===== src/rtl/conv_enc_if.sv =====
// Serial data in / code symbols out handshake bundle for the convolutional encoder.
interface conv_enc_if;
  logic       din;
  logic       din_valid;
  logic       din_last;
  logic       din_ready;
  logic [1:0] code;
  logic       code_valid;
  logic       code_ready;

  modport master (
    output din, din_valid, din_last, code_ready,
    input  din_ready, code, code_valid
  );

  modport slave (
    input  din, din_valid, din_last, code_ready,
    output din_ready, code, code_valid
  );
endinterface


===== src/rtl/conv_enc.sv =====
// Rate-1/2, K=4 convolutional encoder with per-frame zero-tail termination.
module conv_enc #(
  parameter logic [3:0]  G0      = 4'b1111,
  parameter logic [3:0]  G1      = 4'b1101,
  parameter int unsigned MAX_LEN = 256,
  localparam int unsigned CNT_W  = $clog2(MAX_LEN) + 1
) (
  input  logic             clk,
  input  logic             rst,
  input  logic             enable,
  conv_enc_if.slave        bus,
  output logic             frame_done,
  output logic [CNT_W-1:0] bit_cnt
);

  typedef enum logic [1:0] {IDLE, DATA, TAIL, DONE} fsm_t;

  fsm_t             fsm;
  logic [2:0]       state;
  logic [1:0]       tail_cnt;
  logic             adv;
  logic             accept;
  logic             load;
  logic             b;
  logic [3:0]       reg4;
  logic [CNT_W-1:0] cnt_inc;

  // The output register may take a new symbol when empty or being drained.
  assign adv           = (!bus.code_valid || bus.code_ready) && enable;
  assign bus.din_ready = adv && (fsm == IDLE || fsm == DATA);
  assign accept        = bus.din_valid && bus.din_ready;
  assign load          = accept || (fsm == TAIL && adv);
  assign b             = (fsm == TAIL) ? 1'b0 : bus.din;
  assign reg4          = {b, state};
  assign cnt_inc       = bit_cnt + CNT_W'(1);

  always_ff @(posedge clk or negedge rst) begin
    if (!rst) begin
      fsm            <= IDLE;
      state          <= 3'b000;
      tail_cnt       <= 2'd0;
      bit_cnt        <= '0;
      frame_done     <= 1'b0;
      bus.code       <= 2'b00;
      bus.code_valid <= 1'b0;
    end else if (!enable) begin
      fsm            <= IDLE;
      state          <= 3'b000;
      tail_cnt       <= 2'd0;
      bit_cnt        <= '0;
      frame_done     <= 1'b0;
      bus.code       <= 2'b00;
      bus.code_valid <= 1'b0;
    end else begin
      frame_done <= 1'b0;

      if (load) begin
        bus.code       <= {^(reg4 & G1), ^(reg4 & G0)};
        bus.code_valid <= 1'b1;
        state          <= {b, state[2:1]};
      end else if (bus.code_valid && bus.code_ready) begin
        bus.code_valid <= 1'b0;
      end

      unique case (fsm)
        IDLE: begin
          if (accept) begin
            bit_cnt  <= cnt_inc;
            tail_cnt <= 2'd0;
            fsm      <= bus.din_last ? TAIL : DATA;
          end
        end
        DATA: begin
          if (accept) begin
            bit_cnt <= cnt_inc;
            // Hitting MAX_LEN terminates the frame regardless of din_last.
            if (bus.din_last || cnt_inc == CNT_W'(MAX_LEN)) begin
              tail_cnt <= 2'd0;
              fsm      <= TAIL;
            end
          end
        end
        TAIL: begin
          if (adv) begin
            tail_cnt <= tail_cnt + 2'd1;
            if (tail_cnt == 2'd2) fsm <= DONE;
          end
        end
        DONE: begin
          if (bus.code_valid && bus.code_ready) begin
            frame_done <= 1'b1;
            bit_cnt    <= '0;
            fsm        <= IDLE;
          end
        end
        default: fsm <= IDLE;
      endcase
    end
  end

endmodule


===== src/flat_wrapper.sv =====
// flat-port wrapper written by rule: the top's interface ports become plain ports
module conv_enc_flat 
#(
  parameter logic [3:0]  G0      = 4'b1111,
  parameter logic [3:0]  G1      = 4'b1101,
  parameter int unsigned MAX_LEN = 256,
  localparam int unsigned CNT_W  = $clog2(MAX_LEN) + 1
)
  (clk, rst, enable, frame_done, bit_cnt, bus_din, bus_din_valid, bus_din_last, bus_code_ready, bus_din_ready, bus_code, bus_code_valid);
  conv_enc_if bus_i ();
  input  logic clk;
  input  logic rst;
  input  logic enable;
  output logic frame_done;
  output logic [CNT_W-1:0] bit_cnt;
  input wire logic [$bits(bus_i.din)-1:0] bus_din;
  input wire logic [$bits(bus_i.din_valid)-1:0] bus_din_valid;
  input wire logic [$bits(bus_i.din_last)-1:0] bus_din_last;
  input wire logic [$bits(bus_i.code_ready)-1:0] bus_code_ready;
  output wire logic [$bits(bus_i.din_ready)-1:0] bus_din_ready;
  output wire logic [$bits(bus_i.code)-1:0] bus_code;
  output wire logic [$bits(bus_i.code_valid)-1:0] bus_code_valid;
  assign bus_i.din = bus_din;
  assign bus_i.din_valid = bus_din_valid;
  assign bus_i.din_last = bus_din_last;
  assign bus_i.code_ready = bus_code_ready;
  assign bus_din_ready = bus_i.din_ready;
  assign bus_code = bus_i.code;
  assign bus_code_valid = bus_i.code_valid;
  conv_enc #(.G0(G0), .G1(G1), .MAX_LEN(MAX_LEN)) u_core (.clk(clk), .rst(rst), .enable(enable), .bus(bus_i), .frame_done(frame_done), .bit_cnt(bit_cnt));
endmodule

===== config.mk =====
export PLATFORM = sky130hd
export DESIGN_NAME = conv_enc_flat
export DESIGN_NICKNAME = d
export VERILOG_FILES = /design/src/rtl/conv_enc_if.sv /design/src/rtl/conv_enc.sv /design/src/flat_wrapper.sv
export SDC_FILE = /design/constraint.sdc
export NUM_CORES = 1
export LEC_CHECK = 0
export ABC_CLOCK_PERIOD_IN_PS = 2590
export CORE_ASPECT_RATIO = 0.7
export CORE_MARGIN = 1.5
export CORE_UTILIZATION = 52
export CTS_CLUSTER_SIZE = 40
export DETAILED_ROUTE_END_ITERATION = 10
export GPL_TIMING_DRIVEN = 0
export HOLD_SLACK_MARGIN = 0.05
export PLACE_DENSITY = 0.84
export SLEW_MARGIN = 20
export SYNTH_ARGS = -nofsm -noshare
export SYNTH_HDL_FRONTEND = slang
export SYNTH_SLANG_ARGS = --single-unit

===== constraint.sdc =====
create_clock -name clk -period 2.59 [get_ports clk]
set_input_delay 0.3885 -clock clk [delete_from_list [all_inputs] [get_ports clk]]
set_output_delay 0.3885 -clock clk [all_outputs]
set_load 0.1 [all_outputs]

==> impl_metrics.ini <==
[logic_synthesis]
synth.distinct_cells = 46
synth-edff-count = 0
synth_seq_cells = 20
ys_warn_count = 0
synth_compound_area_share_pct = 22.72
synth_top_family_by_area = compound AO/OA/AOI/OAI gates
synthFlopType = dfrtp_1
synth_area_sq_um = 1277
synthTopCellsByArea = dfrtp_1 39%, o21ai_0 8.6%, ha_1 6.9%
synthAdderAreaFrac_pct = 6.856
yosys.area.top_type = dfrtp_1
synthArstFlopShare_pct = 100.0
synthSimpleGateAreaFrac_pct = 22.43
synth_top_cell_area_share_pct = 39.18
syn_nets = 154
synth_commonest_cells = 22 x o21ai_0, 20 x dfrtp_1, 16 x nand2_1, 9 x nor2_1, 8 x nand3_1
netlist_instances = 140
syn_avg_cell_area_sq_um = 9.125
synth.mux.area_fraction_pct = 1.665
yosysSeqAreaShare_pct = 39.18
synth_most_common_cell = o21ai_0
synth_xor_area_share_pct = 2.742

[routing]
drc = 0
viasPerCell = 5.816
drt_iter0_drc = 43
drt-total-wl_um = 2919
wl_per_cell_um = 14.89
vias = 1140
ant_nets = 0
dr.pass1.iters = 4

[clocking]
hold_buffers = 0
cts_root_buf = clkbuf_4
tritoncts = done
clock_path_buffers = 2
cts_buffers = 3
cts_resized = 3
htreeDepth = 1
worstSkewPairLatency_ns = 0.31
clk_pin_slew_ns = 0.12
post_cts_buffers = 0
cts.sinks = 20

[sta]
min_period_ns = 2.405
skew_ns = 0.007054
clock.fmax_ghz = 0.4158
setup_ws_ns = 0.1852
slew_headroom_pct = 34.33
rsz0062_at_grt = no
fin_hold_ws_ns = 0.5174
setup_violations = 0
drv_slew = 0
finalHoldViolCount = 0
tightest_slew_ns = 0.9820
fin_crit_sh_pct = 92.85

[worst_setup_path]
path_max_fanout = 8
cp_num_buf_inv = 1
path_cells = clkdlybuf4s50_1
max_stage_delay_ns = 1.19
critPathTopFamily = buffers and inverters
worst_setup_path_end_kind = output pin
worstSetupPathType = reg2out
cp-start-kind = register
arrival_ns = 2.02
slowest_stage = clkdlybuf4s50_1
required_ns = 2.20

[die]
ios = 21
die_y_um = 44.47
core_area_sq_um = 2242
start_util_pct = 56.98
die_area_sq_um = 2768
die_w_um = 62.24
fp-row-count = 14

[cells_and_area]
fillCellCount = 186
drive_gt1_share_pct = 10.37
syn_to_final_growth_pct = 23.21
multi_input_area_sq_um = 723.2
fin_nets = 179
post-route-util_pct = 70.20
ff_latch_area_sq_um = 500.5
diodes = 0

[min_path]
min_path_type = reg2reg

[placed_design]
gp_congestion = 0.8505
io_buffers = 20
hpwl_um = 2117
place_ws_ns = -0.2252

[global_route]
grt.overflow.total = 0
grt_pass1_wl_um = 5037
antenna_found_initial = 0
grt_usage_pct = 24.08
grt_max_degree = 21
grt_pass1_vias = 1112

[flow_run]
cap_violations = 0

[pwr]
power_density_nw_per_um2 = 803.9
leakage_nw = 0.6537
power.total_w = 0.001265
ir_drop_v = 0.0006133

[status]
outcome = finished, final reports clean
through the flow:
stage	cell area [sq um]	std cells	TNS (ns)
floorplan	1280	140	0
global placement	1520	192	-0.2315
detailed placement	1520	192	-0.2252
CTS	1574	196	0
global route	1574	196	0
finish	1574	196	0
path summary, 6_finish.rpt:
check                                            endpoint                      startpoint  slack, ns  depth (start not counted)
hold reg to reg            u_core.tail_cnt[1]$_DFFE_PN0P_  u_core.tail_cnt[1]$_DFFE_PN0P_       0.52                          1
setup / recovery                               bit_cnt[7]   u_core.bit_cnt[7]$_DFFE_PN0P_       0.19                          1
hold / removal             u_core.tail_cnt[1]$_DFFE_PN0P_  u_core.tail_cnt[1]$_DFFE_PN0P_       0.52                          1
max in group asynchronous  u_core.bus.code[1]$_DFFE_PN0P_                             rst       1.50                          1
setup reg to reg            u_core.bit_cnt[5]$_DFFE_PN0P_       u_core.fsm[0]$_DFFE_PN0P_       0.31                          7
min in group asynchronous   u_core.bit_cnt[3]$_DFFE_PN0P_                             rst       0.55                          1
report_power, final:
group / switching, W / total [W] / leakage [nW] / internal (W)
sequential: 0.0000532 / 0.000413 / 0.274 / 0.000360
clock: 0.000105 / 0.000261 / 0.0279 / 0.000157
combinational: 0.000424 / 0.000591 / 0.351 / 0.000167
cell families (layout without fill, tap and decap cells):
family	after synthesis	in the layout
AND/OR/NAND/NOR	54	54
AO/OA/AOI/OAI	43	43
flip-flops	20	20
buffers and inverters	10	34
adder cells (fa/ha/maj)	7	7
XOR/XNOR	4	4
multiplexers	2	2
final cells by class:
| class | count | area share, % |
|---|---|---|
| Sequential cell | 20 | 31.80 |
| Buffer | 5 | 2.385 |
| Clock buffer | 3 | 1.431 |
| Multi-Input combinational cell | 110 | 45.95 |
| Inverter | 5 | 1.192 |
| Timing Repair Buffer | 20 | 12.80 |
| Tap cell | 32 | 2.544 |
| Clock inverter | 1 | 1.908 |
placed cells by master (no fill, tap or decap), types with 2 or more instances in the layout:
cell / count
o21ai_0: 22
clkbuf_4: 3
nand2_1: 16
ha_1: 7
nand2b_1: 3
nor3_1: 3
xnor2_1: 3
inv_1: 5
nand4_1: 3
clkbuf_1: 2
nand3_1: 8
nor2_1: 8
a21boi_0: 2
clkdlybuf4s50_1: 19
o2bb2ai_1: 4
a31oi_1: 2
dfrtp_1: 20
metal layers:
layer | part of all wire, % | GRT usage, % | up-vias
li1 | - | - | 559
met3 | 4.8 | 4.580 | 9
met5 | 0 | 0 | -
met4 | 2.8 | 12.89 | 0
met2 | 45 | 40.65 | 38
met1 | 47 | 30.46 | 534
flip-flops by register name (all words and copies together) (netlist names):
| register | count |
|---|---|
| u_core.bus.code_valid | 1 |
| u_core.state | 3 |
| u_core.frame_done | 1 |
| u_core.tail_cnt | 2 |
| u_core.fsm | 2 |
| u_core.bus.code | 2 |
| u_core.bit_cnt | 9 |
(Power assumes the default switching activity.)
